===== src/rtl/cpu_pkg.sv =====
// Shared MIPS core definitions: ALU operation encodings, major opcodes and
// the decoder control bundle carried through the ID/EX boundary.
package cpu_pkg;

    typedef enum logic [1:0] {
        ALUOP_RTYPE = 2'd0,
        ALUOP_ADD   = 2'd1,
        ALUOP_SUB   = 2'd2
    } aluop_e;

    localparam logic [5:0] OP_R   = 6'b000000;
    localparam logic [5:0] OP_LW  = 6'b100011;
    localparam logic [5:0] OP_SW  = 6'b101011;
    localparam logic [5:0] OP_BEQ = 6'b000100;
    localparam logic [5:0] OP_J   = 6'b000010;

    // Field order MSB..LSB: RegDst, ALUSrc, MemtoReg, RegWrite, MemWrite, MemRead, ALUOp[1:0]
    typedef struct packed {
        logic   reg_dst;
        logic   alu_src;
        logic   memto_reg;
        logic   reg_write;
        logic   mem_write;
        logic   mem_read;
        aluop_e alu_op;
    } ctrl_t;

    localparam int unsigned CTRL_W = $bits(ctrl_t);

    localparam ctrl_t CTRL_BUBBLE = ctrl_t'('0);

endpackage


===== src/rtl/id_ex_stage_if.sv =====
// ID/EX boundary bundle: decoder-side inputs, EX-side registered outputs,
// plus the pipeline control lines (freeze, flush, stall, bubble count).
interface id_ex_stage_if #(
    parameter int unsigned DATA_W  = 32,
    parameter int unsigned RADDR_W = 5,
    parameter int unsigned CNT_W   = 16
);
    logic               freeze_i;
    logic               flush_i;

    logic               RegDst_i;
    logic               ALUSrc_i;
    logic               MemtoReg_i;
    logic               RegWrite_i;
    logic               MemWrite_i;
    logic               MemRead_i;
    logic [1:0]         ALUOp_i;
    logic [DATA_W-1:0]  rs_data_i;
    logic [DATA_W-1:0]  rt_data_i;
    logic [DATA_W-1:0]  imm_i;
    logic [RADDR_W-1:0] rs_addr_i;
    logic [RADDR_W-1:0] rt_addr_i;
    logic [RADDR_W-1:0] rd_addr_i;
    logic [5:0]         funct_i;

    logic               RegDst_o;
    logic               ALUSrc_o;
    logic               MemtoReg_o;
    logic               RegWrite_o;
    logic               MemWrite_o;
    logic               MemRead_o;
    logic [1:0]         ALUOp_o;
    logic [DATA_W-1:0]  rs_data_o;
    logic [DATA_W-1:0]  rt_data_o;
    logic [DATA_W-1:0]  imm_o;
    logic [RADDR_W-1:0] rs_addr_o;
    logic [RADDR_W-1:0] rt_addr_o;
    logic [RADDR_W-1:0] rd_addr_o;
    logic [5:0]         funct_o;
    logic [RADDR_W-1:0] dst_addr_o;
    logic               valid_o;
    logic               hazard_stall_o;
    logic [CNT_W-1:0]   bubble_cnt_o;

    // Decoder / pipeline-control side
    modport master (
        output freeze_i, flush_i,
        output RegDst_i, ALUSrc_i, MemtoReg_i, RegWrite_i, MemWrite_i, MemRead_i, ALUOp_i,
        output rs_data_i, rt_data_i, imm_i, rs_addr_i, rt_addr_i, rd_addr_i, funct_i,
        input  RegDst_o, ALUSrc_o, MemtoReg_o, RegWrite_o, MemWrite_o, MemRead_o, ALUOp_o,
        input  rs_data_o, rt_data_o, imm_o, rs_addr_o, rt_addr_o, rd_addr_o, funct_o,
        input  dst_addr_o, valid_o, hazard_stall_o, bubble_cnt_o
    );

    // Pipeline register side
    modport slave (
        input  freeze_i, flush_i,
        input  RegDst_i, ALUSrc_i, MemtoReg_i, RegWrite_i, MemWrite_i, MemRead_i, ALUOp_i,
        input  rs_data_i, rt_data_i, imm_i, rs_addr_i, rt_addr_i, rd_addr_i, funct_i,
        output RegDst_o, ALUSrc_o, MemtoReg_o, RegWrite_o, MemWrite_o, MemRead_o, ALUOp_o,
        output rs_data_o, rt_data_o, imm_o, rs_addr_o, rt_addr_o, rd_addr_o, funct_o,
        output dst_addr_o, valid_o, hazard_stall_o, bubble_cnt_o
    );

endinterface


===== src/rtl/id_ex_stage_hazard_detect.sv =====
// Load-use comparator: a valid load in EX whose target is read by the
// instruction in ID forces one bubble. $0 never stalls; a flush kills the
// ID instruction so no stall is needed.
module hazard_detect #(
    parameter int unsigned RADDR_W = 5
) (
    input  logic               ex_valid_i,
    input  logic               ex_mem_read_i,
    input  logic [RADDR_W-1:0] ex_rt_addr_i,
    input  logic [RADDR_W-1:0] id_rs_addr_i,
    input  logic [RADDR_W-1:0] id_rt_addr_i,
    input  logic               flush_i,
    output logic               hazard_stall_o
);

    // Compare the EX load target against both ID source fields
    always_comb begin
        hazard_stall_o = ex_valid_i & ex_mem_read_i & (ex_rt_addr_i != '0)
                       & ((ex_rt_addr_i == id_rs_addr_i) | (ex_rt_addr_i == id_rt_addr_i))
                       & ~flush_i;
    end

endmodule


===== src/rtl/id_ex_stage.sv =====
// ID/EX pipeline register of the 5-stage MIPS core. Captures the decoder
// controls and operands, inserts bubbles on flush or load-use hazard, holds
// everything on freeze, and counts hazard bubbles (saturating).
module id_ex_stage
    import cpu_pkg::*;
#(
    parameter int unsigned DATA_W  = 32,
    parameter int unsigned RADDR_W = 5,
    parameter int unsigned CNT_W   = 16
) (
    input  logic          clk_i,
    input  logic          rst_i,
    id_ex_stage_if.slave  bus
);

    ctrl_t              ctrl_q,     ctrl_d,     ctrl_in;
    logic [DATA_W-1:0]  rs_data_q,  rs_data_d;
    logic [DATA_W-1:0]  rt_data_q,  rt_data_d;
    logic [DATA_W-1:0]  imm_q,      imm_d;
    logic [RADDR_W-1:0] rs_addr_q,  rs_addr_d;
    logic [RADDR_W-1:0] rt_addr_q,  rt_addr_d;
    logic [RADDR_W-1:0] rd_addr_q,  rd_addr_d;
    logic [5:0]         funct_q,    funct_d;
    logic [RADDR_W-1:0] dst_addr_q, dst_addr_d;
    logic               valid_q,    valid_d;
    logic [CNT_W-1:0]   cnt_q,      cnt_d;
    logic               hazard_stall;

    // Pack the decoder controls into the bundle carried through the stage
    always_comb begin
        ctrl_in           = CTRL_BUBBLE;
        ctrl_in.reg_dst   = bus.RegDst_i;
        ctrl_in.alu_src   = bus.ALUSrc_i;
        ctrl_in.memto_reg = bus.MemtoReg_i;
        ctrl_in.reg_write = bus.RegWrite_i;
        ctrl_in.mem_write = bus.MemWrite_i;
        ctrl_in.mem_read  = bus.MemRead_i;
        ctrl_in.alu_op    = aluop_e'(bus.ALUOp_i);
    end

    hazard_detect #(
        .RADDR_W (RADDR_W)
    ) u_hazard_detect (
        .ex_valid_i     (valid_q),
        .ex_mem_read_i  (ctrl_q.mem_read),
        .ex_rt_addr_i   (rt_addr_q),
        .id_rs_addr_i   (bus.rs_addr_i),
        .id_rt_addr_i   (bus.rt_addr_i),
        .flush_i        (bus.flush_i),
        .hazard_stall_o (hazard_stall)
    );

    // Next-state selection: freeze > flush > hazard bubble > capture
    always_comb begin
        ctrl_d     = ctrl_q;
        rs_data_d  = rs_data_q;
        rt_data_d  = rt_data_q;
        imm_d      = imm_q;
        rs_addr_d  = rs_addr_q;
        rt_addr_d  = rt_addr_q;
        rd_addr_d  = rd_addr_q;
        funct_d    = funct_q;
        dst_addr_d = dst_addr_q;
        valid_d    = valid_q;
        cnt_d      = cnt_q;
        if (bus.freeze_i) begin
            // hold everything
        end else if (bus.flush_i || hazard_stall) begin
            ctrl_d     = CTRL_BUBBLE;
            rs_data_d  = '0;
            rt_data_d  = '0;
            imm_d      = '0;
            rs_addr_d  = '0;
            rt_addr_d  = '0;
            rd_addr_d  = '0;
            funct_d    = '0;
            dst_addr_d = '0;
            valid_d    = 1'b0;
            // hazard_stall is already masked by flush, so only real load-use bubbles count
            if (hazard_stall && !(&cnt_q)) begin
                cnt_d = cnt_q + 1'b1;
            end
        end else begin
            ctrl_d     = ctrl_in;
            rs_data_d  = bus.rs_data_i;
            rt_data_d  = bus.rt_data_i;
            imm_d      = bus.imm_i;
            rs_addr_d  = bus.rs_addr_i;
            rt_addr_d  = bus.rt_addr_i;
            rd_addr_d  = bus.rd_addr_i;
            funct_d    = bus.funct_i;
            dst_addr_d = bus.RegDst_i ? bus.rd_addr_i : bus.rt_addr_i;
            valid_d    = 1'b1;
        end
    end

    // Pipeline register with synchronous active-low reset
    always_ff @(posedge clk_i) begin
        if (!rst_i) begin
            ctrl_q     <= CTRL_BUBBLE;
            rs_data_q  <= '0;
            rt_data_q  <= '0;
            imm_q      <= '0;
            rs_addr_q  <= '0;
            rt_addr_q  <= '0;
            rd_addr_q  <= '0;
            funct_q    <= '0;
            dst_addr_q <= '0;
            valid_q    <= 1'b0;
            cnt_q      <= '0;
        end else begin
            ctrl_q     <= ctrl_d;
            rs_data_q  <= rs_data_d;
            rt_data_q  <= rt_data_d;
            imm_q      <= imm_d;
            rs_addr_q  <= rs_addr_d;
            rt_addr_q  <= rt_addr_d;
            rd_addr_q  <= rd_addr_d;
            funct_q    <= funct_d;
            dst_addr_q <= dst_addr_d;
            valid_q    <= valid_d;
            cnt_q      <= cnt_d;
        end
    end

    // Drive the registered state onto the EX side of the bundle
    always_comb begin
        bus.RegDst_o       = ctrl_q.reg_dst;
        bus.ALUSrc_o       = ctrl_q.alu_src;
        bus.MemtoReg_o     = ctrl_q.memto_reg;
        bus.RegWrite_o     = ctrl_q.reg_write;
        bus.MemWrite_o     = ctrl_q.mem_write;
        bus.MemRead_o      = ctrl_q.mem_read;
        bus.ALUOp_o        = ctrl_q.alu_op;
        bus.rs_data_o      = rs_data_q;
        bus.rt_data_o      = rt_data_q;
        bus.imm_o          = imm_q;
        bus.rs_addr_o      = rs_addr_q;
        bus.rt_addr_o      = rt_addr_q;
        bus.rd_addr_o      = rd_addr_q;
        bus.funct_o        = funct_q;
        bus.dst_addr_o     = dst_addr_q;
        bus.valid_o        = valid_q;
        bus.hazard_stall_o = hazard_stall;
        bus.bubble_cnt_o   = cnt_q;
    end

endmodule


===== src/flat_wrapper.sv =====
// flat-port wrapper written by rule: the top's interface ports become plain ports
module id_ex_stage_flat import cpu_pkg::*;
#(
    parameter int unsigned DATA_W  = 32,
    parameter int unsigned RADDR_W = 5,
    parameter int unsigned CNT_W   = 16
)
  (clk_i, rst_i, bus_freeze_i, bus_flush_i, bus_RegDst_i, bus_ALUSrc_i, bus_MemtoReg_i, bus_RegWrite_i, bus_MemWrite_i, bus_MemRead_i, bus_ALUOp_i, bus_rs_data_i, bus_rt_data_i, bus_imm_i, bus_rs_addr_i, bus_rt_addr_i, bus_rd_addr_i, bus_funct_i, bus_RegDst_o, bus_ALUSrc_o, bus_MemtoReg_o, bus_RegWrite_o, bus_MemWrite_o, bus_MemRead_o, bus_ALUOp_o, bus_rs_data_o, bus_rt_data_o, bus_imm_o, bus_rs_addr_o, bus_rt_addr_o, bus_rd_addr_o, bus_funct_o, bus_dst_addr_o, bus_valid_o, bus_hazard_stall_o, bus_bubble_cnt_o);
  id_ex_stage_if #(.DATA_W(DATA_W), .RADDR_W(RADDR_W), .CNT_W(CNT_W)) bus_i ();
  input  logic clk_i;
  input  logic rst_i;
  input wire logic [$bits(bus_i.freeze_i)-1:0] bus_freeze_i;
  input wire logic [$bits(bus_i.flush_i)-1:0] bus_flush_i;
  input wire logic [$bits(bus_i.RegDst_i)-1:0] bus_RegDst_i;
  input wire logic [$bits(bus_i.ALUSrc_i)-1:0] bus_ALUSrc_i;
  input wire logic [$bits(bus_i.MemtoReg_i)-1:0] bus_MemtoReg_i;
  input wire logic [$bits(bus_i.RegWrite_i)-1:0] bus_RegWrite_i;
  input wire logic [$bits(bus_i.MemWrite_i)-1:0] bus_MemWrite_i;
  input wire logic [$bits(bus_i.MemRead_i)-1:0] bus_MemRead_i;
  input wire logic [$bits(bus_i.ALUOp_i)-1:0] bus_ALUOp_i;
  input wire logic [$bits(bus_i.rs_data_i)-1:0] bus_rs_data_i;
  input wire logic [$bits(bus_i.rt_data_i)-1:0] bus_rt_data_i;
  input wire logic [$bits(bus_i.imm_i)-1:0] bus_imm_i;
  input wire logic [$bits(bus_i.rs_addr_i)-1:0] bus_rs_addr_i;
  input wire logic [$bits(bus_i.rt_addr_i)-1:0] bus_rt_addr_i;
  input wire logic [$bits(bus_i.rd_addr_i)-1:0] bus_rd_addr_i;
  input wire logic [$bits(bus_i.funct_i)-1:0] bus_funct_i;
  output wire logic [$bits(bus_i.RegDst_o)-1:0] bus_RegDst_o;
  output wire logic [$bits(bus_i.ALUSrc_o)-1:0] bus_ALUSrc_o;
  output wire logic [$bits(bus_i.MemtoReg_o)-1:0] bus_MemtoReg_o;
  output wire logic [$bits(bus_i.RegWrite_o)-1:0] bus_RegWrite_o;
  output wire logic [$bits(bus_i.MemWrite_o)-1:0] bus_MemWrite_o;
  output wire logic [$bits(bus_i.MemRead_o)-1:0] bus_MemRead_o;
  output wire logic [$bits(bus_i.ALUOp_o)-1:0] bus_ALUOp_o;
  output wire logic [$bits(bus_i.rs_data_o)-1:0] bus_rs_data_o;
  output wire logic [$bits(bus_i.rt_data_o)-1:0] bus_rt_data_o;
  output wire logic [$bits(bus_i.imm_o)-1:0] bus_imm_o;
  output wire logic [$bits(bus_i.rs_addr_o)-1:0] bus_rs_addr_o;
  output wire logic [$bits(bus_i.rt_addr_o)-1:0] bus_rt_addr_o;
  output wire logic [$bits(bus_i.rd_addr_o)-1:0] bus_rd_addr_o;
  output wire logic [$bits(bus_i.funct_o)-1:0] bus_funct_o;
  output wire logic [$bits(bus_i.dst_addr_o)-1:0] bus_dst_addr_o;
  output wire logic [$bits(bus_i.valid_o)-1:0] bus_valid_o;
  output wire logic [$bits(bus_i.hazard_stall_o)-1:0] bus_hazard_stall_o;
  output wire logic [$bits(bus_i.bubble_cnt_o)-1:0] bus_bubble_cnt_o;
  assign bus_i.freeze_i = bus_freeze_i;
  assign bus_i.flush_i = bus_flush_i;
  assign bus_i.RegDst_i = bus_RegDst_i;
  assign bus_i.ALUSrc_i = bus_ALUSrc_i;
  assign bus_i.MemtoReg_i = bus_MemtoReg_i;
  assign bus_i.RegWrite_i = bus_RegWrite_i;
  assign bus_i.MemWrite_i = bus_MemWrite_i;
  assign bus_i.MemRead_i = bus_MemRead_i;
  assign bus_i.ALUOp_i = bus_ALUOp_i;
  assign bus_i.rs_data_i = bus_rs_data_i;
  assign bus_i.rt_data_i = bus_rt_data_i;
  assign bus_i.imm_i = bus_imm_i;
  assign bus_i.rs_addr_i = bus_rs_addr_i;
  assign bus_i.rt_addr_i = bus_rt_addr_i;
  assign bus_i.rd_addr_i = bus_rd_addr_i;
  assign bus_i.funct_i = bus_funct_i;
  assign bus_RegDst_o = bus_i.RegDst_o;
  assign bus_ALUSrc_o = bus_i.ALUSrc_o;
  assign bus_MemtoReg_o = bus_i.MemtoReg_o;
  assign bus_RegWrite_o = bus_i.RegWrite_o;
  assign bus_MemWrite_o = bus_i.MemWrite_o;
  assign bus_MemRead_o = bus_i.MemRead_o;
  assign bus_ALUOp_o = bus_i.ALUOp_o;
  assign bus_rs_data_o = bus_i.rs_data_o;
  assign bus_rt_data_o = bus_i.rt_data_o;
  assign bus_imm_o = bus_i.imm_o;
  assign bus_rs_addr_o = bus_i.rs_addr_o;
  assign bus_rt_addr_o = bus_i.rt_addr_o;
  assign bus_rd_addr_o = bus_i.rd_addr_o;
  assign bus_funct_o = bus_i.funct_o;
  assign bus_dst_addr_o = bus_i.dst_addr_o;
  assign bus_valid_o = bus_i.valid_o;
  assign bus_hazard_stall_o = bus_i.hazard_stall_o;
  assign bus_bubble_cnt_o = bus_i.bubble_cnt_o;
  id_ex_stage #(.DATA_W(DATA_W), .RADDR_W(RADDR_W), .CNT_W(CNT_W)) u_core (.clk_i(clk_i), .rst_i(rst_i), .bus(bus_i));
endmodule

===== config.mk =====
export PLATFORM = sky130hd
export DESIGN_NAME = id_ex_stage_flat
export DESIGN_NICKNAME = d
export VERILOG_FILES = /design/src/rtl/cpu_pkg.sv /design/src/rtl/id_ex_stage_if.sv /design/src/rtl/id_ex_stage_hazard_detect.sv /design/src/rtl/id_ex_stage.sv /design/src/flat_wrapper.sv
export SDC_FILE = /design/constraint.sdc
export NUM_CORES = 1
export LEC_CHECK = 0
export ABC_AREA = 1
export BUFFER_PORTS_ARGS = -buffer_cell sky130_fd_sc_hd__buf_4
export CAP_MARGIN = 15
export CORE_ASPECT_RATIO = 1.1
export CORE_UTILIZATION = 42
export CTS_BUF_LIST = sky130_fd_sc_hd__clkbuf_16
export DETAILED_ROUTE_END_ITERATION = 10
export PLACE_DENSITY = 0.8
export SLEW_MARGIN = 20
export SYNTH_ARGS = -nofsm -noshare
export SYNTH_HDL_FRONTEND = slang
export SYNTH_SLANG_ARGS = --single-unit

===== constraint.sdc =====
create_clock -name clk_i -period 1.9 [get_ports clk_i]
set_clock_uncertainty 0.15 [all_clocks]
set_input_delay 0.19 -clock clk_i [delete_from_list [all_inputs] [get_ports clk_i]]
set_output_delay 0.19 -clock clk_i [all_outputs]
set_load 0.01 [all_outputs]

==> flow_metrics.tcl, run 1 <==
set metrics [dict create \
    ctsHtreeMaxLevel 4 \
    cts_root_buf "clkbuf_16" \
    p_leak_nw 4.45 \
    die_w_um 115 \
    gp_congestion 0.833 \
    path_class "flop to primary output" \
    synth.distinct_cells 29 \
    period_share_pct 104 \
    slew_viol_final 0 \
    fmax_mhz 504 \
    post-synth-top-count-cell "nand2_1" \
    dp_hpwl_um 12800 \
    power.density_nw_per_um2 747 \
    final_util_pct 76.0 \
    status "finished, violations left" \
    rows 44 \
    setup_violations 12 \
    area_growth_pct 74.0 \
    drive_gt1_share_pct 33.0 \
    fill_cells 882 \
    wirelength_um 26400 \
    coreArea_um2 13400 \
    finalCriticalPeriod_ns 1.98 \
    grt_max_degree 132 \
    synth_ff_type "dfxtp_1" \
    drtAntennaViolNets 0 \
    synth_edf_count 0 \
    port_buffers 276 \
    syn_inst 774 \
    syn_avg_cell_area_um2 7.58 \
    fp.dieArea_um2 14400 \
    fin_ws_ns -0.0827 \
    track_usage_pct 34.9 \
    setup-tns-final_ns -0.369 \
    cts_tree "yes" \
    vias 7481 \
    synth_top_area_share_pct 50.2 \
    cts_buffers 17 \
    antenna_found_initial 2 \
    synth_nets 904 \
    viasPerCell 5.46 \
    clk_pin_slew_ns 0.06 \
    hold_class "primary input to flop" \
    clkLatencyLatePin_ns 0.42 \
    die_height_um 126 \
    placed_cell_area_um2 8070 \
    cts_sinks 147 \
    synth_warnings 0 \
    crit_path_max_fanout 7 \
    drc 0 \
    relSlewSlack_pct 55.7 \
    final_cell_area_um2 10200 \
    worstPathRequired_ns 1.56 \
    violations "negative setup slack" \
    drtIter0Drc 1027 \
    seq_area_frac_synth_pct 50.2 \
    tightest_slew_ns 0.665 \
    final-hold-violation-count 0 \
    ir_drop_mv 0.434 \
    clock_path_buffers 2 \
    pin_count 277 \
    synth_area_leaders "dfxtp_1, nand3_1, nand2_1" \
    wl_per_cell_um 19.3 \
    drv_cap 0 \
    crit_path_end_kind "primary output" \
    firstDrtPassIters 8 \
    rsz0062_at_grt "true" \
    arrival_ns 1.64 \
    start_util_pct 43.7 \
    synth_seq_cells 147 \
    overflow 0 \
    yosysTopAreaCell "dfxtp_1" \
    grt_pass1_wl_um 38300 \
    nNetsFinal 1300 \
    critPathLaunchType "flop" \
    syn_area_um2 5870 \
    yosys-top-cells-count "nand2_1, dfxtp_1, nand3_1" \
    async_flop_share_pct 0 \
    grt_pass1_vias 7099 \
]
## worst max-delay path: stages (launching register included)
cell and delay (ns):
dfxtp_4 0.37, nor2_2 0.10, nor2_1 0.05, nor2_1 0.13, nand3_2 0.11, nand2_4 0.11
nand2_8 0.06, buf_8 0.12, nor2_4 0.08, buf_6 0.10
## layout by cell type (no fill, tap or decap), types with 8 or more instances in the layout
master and count:
a21oi_2 8, inv_1 18, clkbuf_16 19, nand2_1 182
buf_4 299, nor2_1 37, a21oi_1 132, nand3_1 143
dfxtp_1 138, dlygate4sd3_1 126
## sequential cells by signal, summed over array words and instances, names as in the netlist, 2 cells and up
register / flops
u_core.bus.rs_addr_o: 5
u_core.bus.ALUOp_o: 2
u_core.bus.rs_data_o: 32
u_core.bus.imm_o: 32
u_core.bus.dst_addr_o: 5
u_core.bus.bubble_cnt_o: 16
u_core.bus.rd_addr_o: 5
u_core.bus.funct_o: 6
u_core.bus.rt_addr_o: 5
u_core.bus.rt_data_o: 32
## power breakdown
part,leakage [nW],switching [W],internal (W)
registers,1.20,0.0000687,0.00318
clock network,0.264,0.00143,0.00183
logic,2.99,0.000518,0.000592
## worst paths after layout
kind                                 from                        to  slack [ns]  depth (start not counted)
setup / recovery  u_core.bus.rt_addr_o[0]        bus_hazard_stall_o       -0.08                          9
hold reg to reg      u_core.bus.imm_o[21]      u_core.bus.imm_o[21]        0.31                          2
hold / removal           bus_rt_addr_i[3]  u_core.bus.dst_addr_o[3]        0.08                          5
setup reg to reg  u_core.bus.rt_addr_o[0]       u_core.bus.imm_o[2]       -0.05                         11
## per-layer routing
layer	share of wire, %	up-vias	GRT usage, %
li1	-	3388	-
met1	34	3440	35.1
met2	46	493	55.8
met3	13	158	18.8
met4	6.2	2	21.5
met5	0.25	-	3.51
## what timing repair did
item	in CTS	in global routing
setup buffers	3	12
hold buffers	126	0
cloned	0	4
pin swaps	5	13
gates resized for setup	12	25
setup endpoints to repair	1	116
hold endpoints to repair	141	0
## cell families after synthesis
group,share of synthesized area [%]
and+or+nand+nor,29.5
buffers and inverters,6.55
AOI/OAI and AO/OA,12.9
DFF,50.2
adders and majority gates,0.213
muxes,0.384
xor gates and xnor gates,0.299
## through the flow
| stage | worst slack (ns) | instances | total power (W) | hold slack (ns) |
|---|---|---|---|---|
| final | -0.0827 | 1369 | 0.00762 | 0.0772 |
| after global routing | -0.152 | 1369 | 0.00786 | 0.0929 |
| after CTS | -0.0918 | 1351 | 0.00755 | 0.0597 |
| after detailed placement | 0.0301 | 1190 | 0.00413 | 0.299 |
| after global placement | 0.0988 | 1190 | 0.00412 | 0.295 |
| after floorplan | 0.0369 | 774 | 0.00365 | 0.200 |
## area by class of cell
cell class	instances	area, µm²	area share [%]
diodes	2	5.00	0.0490
flip-flops and latches	147	2970	29.1
repair buffers	437	3730	36.5
multi-input cells	541	2610	25.5
clock buffers	17	425	4.17
clock inverters	15	146	1.43
well taps	184	230	2.26
inverters	26	100	0.981
(Power assumes the default switching activity.)
==> run 2, diff against run 1 <==
--- a/config.mk
+++ b/config.mk
@@ -5,14 +5,13 @@
 export SDC_FILE = /design/constraint.sdc
 export NUM_CORES = 1
 export LEC_CHECK = 0
-export ABC_AREA = 1
 export BUFFER_PORTS_ARGS = -buffer_cell sky130_fd_sc_hd__buf_4
 export CAP_MARGIN = 15
 export CORE_ASPECT_RATIO = 1.1
-export CORE_UTILIZATION = 42
+export CORE_UTILIZATION = 44
 export CTS_BUF_LIST = sky130_fd_sc_hd__clkbuf_16
 export DETAILED_ROUTE_END_ITERATION = 10
-export PLACE_DENSITY = 0.8
+export PLACE_DENSITY = 0.83
 export SLEW_MARGIN = 20
 export SYNTH_ARGS = -nofsm -noshare
 export SYNTH_HDL_FRONTEND = slang
==> constraint.sdc (replaced) <==
create_clock -name clk_i -period 2.1 [get_ports clk_i]
set_clock_uncertainty 0.15 [all_clocks]
set_input_delay 0.21 -clock clk_i [delete_from_list [all_inputs] [get_ports clk_i]]
set_output_delay 0.21 -clock clk_i [all_outputs]
set_load 0.01 [all_outputs]
==> flow_metrics.tcl, run 2 <==
set metrics [dict create \
    rows 40 \
    synth_ff_type "dfxtp_1" \
    fill_cells 537 \
    final_cell_mix "buf_4, dfxtp_1, a22o_1, dlygate4sd3_1, clkbuf_16" \
    path_class "flop to flop" \
    place_ws_ns -0.0100 \
    critPathLaunchType "flop" \
    cts_sinks 147 \
    clock_path_buffers 2 \
    setup-tns-final_ns -0.240 \
    syn_inst 422 \
    ir_drop_mv 0.570 \
    port_buffers 276 \
    cts_buffers 17 \
    die_w_um 104 \
    syn_area_um2 5040 \
    final-hold-violation-count 0 \
    status "finished, violations left" \
    mostFrequentLayoutCell "buf_4" \
    slew_viol_final 0 \
    power.density_nw_per_um2 730 \
    fp.dieArea_um2 11900 \
    seqCellArea_um2 2960 \
    ctsHtreeMaxLevel 4 \
    synth_area_leaders "dfxtp_1, a22o_1, buf_6" \
    yosys-top-cells-count "dfxtp_1, a22o_1, clkbuf_1" \
    viasPerCell 5.67 \
    yosysTopAreaCell "dfxtp_1" \
    relSlewSlack_pct 57.7 \
    violations "negative setup slack" \
    multi_input_area_um2 1970 \
    die_height_um 114 \
    seq_area_frac_synth_pct 58.3 \
    tightest_slew_ns 0.635 \
    synth_seq_cells 147 \
    crit_path_end_kind "flop" \
    arrival_ns 2.34 \
    crit_path_max_fanout 7 \
    grt_pass1_wl_um 29400 \
    grt_max_degree 68 \
    synth_top_area_share_pct 58.3 \
    area_growth_pct 82.5 \
    finalCriticalPeriod_ns 2.21 \
    drive_gt1_share_pct 42.8 \
    hold_class "primary input to flop" \
    cts_root_buf "clkbuf_16" \
    rsz0062_at_grt "true" \
    worstPathRequired_ns 2.23 \
    fin_ws_ns -0.107 \
    post-synth-top-count-cell "dfxtp_1" \
    gp_congestion 0.852 \
    drc 0 \
    hold_slack_ns 0.0444 \
    synth_nets 552 \
    antenna_found_initial 0 \
    overflow 0 \
    synth_edf_count 0 \
    wl_per_cell_um 20.2 \
    start_util_pct 45.6 \
    track_usage_pct 31.7 \
    setup_violations 6 \
    nNetsFinal 953 \
    drtIter0Drc 461 \
    dp_hpwl_um 10200 \
    cts_tree "yes" \
    firstDrtPassIters 5 \
    fmax_mhz 453 \
    drv_cap 0 \
    synth_warnings 0 \
    vias 5569 \
    syn_avg_cell_area_um2 12.0 \
    async_flop_share_pct 0 \
    clkLatencyLatePin_ns 0.41 \
    p_leak_nw 4.16 \
    grt_pass1_vias 5539 \
    n_antenna_cell 0 \
    pin_count 277 \
    wirelength_um 19900 \
    final_util_pct 83.2 \
    coreArea_um2 11100 \
    drtAntennaViolNets 0 \
    synth.distinct_cells 39 \
    period_share_pct 105 \
    clk_pin_slew_ns 0.06 \
]
==> run 2: cell count changes in the layout (fill, tap and decap cells not counted), sizes merged, moves of 10 or more <==
cell   before  now
buf       309  292
o31ai       0   11
a22o        0  130
inv        33    9
nand3     147    9
or4         0   12
nor2       47    5
a21oi     140   14
xor2        0   10
nand2     186    4
==> run 2: area by class of cell <==
cell class / instances / share of cell area (%)
repair buffers: 419 / 38.3
flip-flops and latches: 147 / 32.1
multi-input cells: 235 / 21.4
clock buffers: 17 / 4.62
well taps: 147 / 2.00
clock inverters: 15 / 1.44
inverters: 3 / 0.122
==> run 2: worst paths after layout <==
| kind | to | slack, ns | startpoint | cells past startpoint |
|---|---|---|---|---|
| setup reg to reg | u_core.bus.bubble_cnt_o[14] | -0.11 | u_core.bus.bubble_cnt_o[2] | 5 |
| hold reg to reg | u_core.bus.rd_addr_o[4] | 0.33 | u_core.bus.rd_addr_o[4] | 1 |
| setup / recovery | u_core.bus.bubble_cnt_o[14] | -0.11 | u_core.bus.bubble_cnt_o[2] | 5 |
| hold / removal | u_core.bus.dst_addr_o[3] | 0.04 | bus_rt_addr_i[3] | 3 |
==> run 2: cell families after synthesis <==
group / synth area share, %
and+or+nand+nor: 6.08
AOI/OAI and AO/OA: 27.8
muxes: 1.12
DFF: 58.3
buffers and inverters: 4.71
xor gates and xnor gates: 1.74
adders and majority gates: 0.248
==> run 2: stage by stage <==
step / power [W] / std cells / cell area, µm²
2_1_floorplan: 0.00326 / 422 / 5040
4_1_cts: 0.00668 / 979 / 9060
5_1_grt: 0.00694 / 983 / 9210
3_3_place_gp: 0.00363 / 820 / 7220
6_report: 0.00672 / 983 / 9210
3_5_place_dp: 0.00365 / 820 / 7220
==> run 2: repair_timing <==
item,in CTS,in global routing
hold endpoints to repair,128,0
pin swaps,4,13
endpoints found under the setup margin,73,147
gates cloned,0,1
hold buffers,126,0
resized for setup,7,27
setup buffers,1,3
==> run 2: worst max-delay path, cell delays in order, from the launching register on <==
cell      delay [ns]
dfxtp_1         0.45
nand3_1         0.18
nor3_1          0.53
nand3_1         0.24
o311ai_0        0.39
o41ai_1         0.13
==> run 2: where the power goes <==
| part | switching, W | internal, W |
|---|---|---|
| logic | 0.000346 | 0.000537 |
| clock network | 0.00124 | 0.00164 |
| registers | 0.0000721 | 0.00289 |
| total | 0.00166 | 0.00507 |
==> run 2: layer usage <==
metal  GRT usage (%)  up-vias  wire length [µm]
li1                -     2449                 -
met1            34.1     2654              7170
met2            55.5      365             10100
met3            9.50      101              1670
met4            18.4        0               994
met5               0        -                 0
==> run 3, diff against run 2 <==
--- a/config.mk
+++ b/config.mk
@@ -11,7 +11,7 @@
 export CORE_UTILIZATION = 44
 export CTS_BUF_LIST = sky130_fd_sc_hd__clkbuf_16
 export DETAILED_ROUTE_END_ITERATION = 10
-export PLACE_DENSITY = 0.83
+export PLACE_DENSITY = 0.79
 export SLEW_MARGIN = 20
 export SYNTH_ARGS = -nofsm -noshare
 export SYNTH_HDL_FRONTEND = slang
==> flow_metrics.tcl, run 3 (synthesis results as in run 2) <==
set metrics [dict create \
    ir_drop_mv 0.620 \
    path_class "flop to flop" \
    fmax_mhz 441 \
    p_leak_nw 4.34 \
    setup_violations 140 \
    clock_path_buffers 2 \
    drtAntennaViolNets 0 \
    grt_pass1_wl_um 28900 \
    pin_count 277 \
    cts_buffers 17 \
    nNetsFinal 971 \
    status "finished, violations left" \
    overflow 0 \
    tightest_slew_ns 0.746 \
    crit_path_max_fanout 8 \
    drv_cap 0 \
    cts_root_buf "clkbuf_16" \
    finalCriticalPeriod_ns 2.27 \
    viasPerCell 5.71 \
    firstDrtPassIters 7 \
    top_usage_layer "met2" \
    wirelength_um 22500 \
    dp_cells 822 \
    fill_cells 492 \
    track_usage_pct 31.4 \
    area_growth_pct 89.1 \
    grt_use_met3_pct 6.89 \
    drc 0 \
    cts_tree "yes" \
    slew_viol_final 0 \
    grt_max_degree 65 \
    dp_hpwl_um 10500 \
    ctsHtreeMaxLevel 4 \
    power.density_nw_per_um2 713 \
    hold_class "primary input to flop" \
    crit_path_end_kind "flop" \
    drive_gt1_share_pct 43.3 \
    rsz0062_at_grt "true" \
    fin_ws_ns -0.167 \
    hold_depth 3 \
    relSlewSlack_pct 50.1 \
    gp_congestion 0.922 \
    met1_usage_pct 34.6 \
    n_antenna_cell 0 \
    use_met2_pct 56.3 \
    critPathLaunchType "flop" \
    start_util_pct 45.6 \
    fin_cells 1001 \
    die_height_um 114 \
    cts_sinks 147 \
    setup-tns-final_ns -11.74 \
    vias 5717 \
    final_cell_mix "buf_4, dfxtp_1, a22o_1, dlygate4sd3_1, clkbuf_16" \
    rows 40 \
    antenna_found_initial 0 \
    die_w_um 104 \
    wl_per_cell_um 22.4 \
    fp.dieArea_um2 11900 \
    clk_pin_slew_ns 0.06 \
    worstPathRequired_ns 2.30 \
    clkLatencyLatePin_ns 0.42 \
    reg2reg_depth 5 \
    violations "negative setup slack" \
    period_share_pct 108 \
    mostFrequentLayoutCell "buf_4" \
    final-hold-violation-count 0 \
    port_buffers 276 \
    arrival_ns 2.46 \
    coreArea_um2 11100 \
    drtIter0Drc 462 \
    grt_pass1_vias 5446 \
]
run 3: cell types whose count changed in the layout (fill, tap and decap cells not counted), sizes merged:
cell / change
clkbuf: +8
clkinvlp: -1
clkinv: +1
buf: +7
o311a: +3
run 3: path summary, 6_finish.rpt:
check | from | to | slack (ns)
hold / removal | bus_rt_addr_i[2] | u_core.bus.dst_addr_o[2] | 0.03
hold reg to reg | u_core.bus.rt_data_o[7] | u_core.bus.rt_data_o[7] | 0.33
setup / recovery | u_core.bus.rt_addr_o[1] | u_core.bus.rt_data_o[13] | -0.17
setup reg to reg | u_core.bus.rt_addr_o[1] | u_core.bus.rt_data_o[13] | -0.17
run 3: power by group:
part	leakage [nW]	internal, W	switching [W]
sequential	1.20	0.00289	0.0000726
combinational	2.87	0.000588	0.000395
clock	0.271	0.00162	0.00124
total	4.34	0.00509	0.00171
run 3: stage by stage:
step / instance area, µm² / worst slack (ns) / total power (W) / util, % / hold slack, ns
floorplan: 5040 / 0.0287 / 0.00326 / - / 0.178
global placement: 7270 / 0.0738 / 0.00365 / 65.7 / 0.275
detailed placement: 7270 / 0.0258 / 0.00366 / 65.7 / 0.281
CTS: 9130 / -0.110 / 0.00664 / 82.5 / 0.00806
global route: 9540 / -0.177 / 0.00695 / 86.2 / 0.0208
finish: 9540 / -0.167 / 0.00680 / 86.2 / 0.0257
run 3: worst max-delay path: stages (launching register included):
cell and delay (ns):
dfxtp_4 0.36, or4_1 0.65, nor2_4 0.25, o311a_4 0.39, clkbuf_16 0.21, a22o_1 0.18
run 3: per-layer routing:
| metal | vias to the layer above | share of wire, % |
|---|---|---|
| met1 | 2779 | 37 |
| met3 | 73 | 7.0 |
| met5 | - | 0 |
| met4 | 0 | 4.2 |
| met2 | 366 | 52 |
| li1 | 2499 | - |
run 3: layout make-up:
class,count,area [µm²],area share (%)
flip-flops and latches,147,2950,31.0
clock inverters,15,118,1.23
multi-input cells,238,2010,21.1
well taps,147,184,1.93
repair buffers,434,3830,40.2
clock buffers,17,425,4.46
inverters,3,11.3,0.118
run 3: what timing repair did:
action,4_1_cts,5_1_grt
gates cloned,0,16
resized for setup,9,26
setup endpoints to repair,1,142
endpoints found under the hold margin,132,0
setup buffers,3,2
pin swaps,7,22
hold buffers,126,0
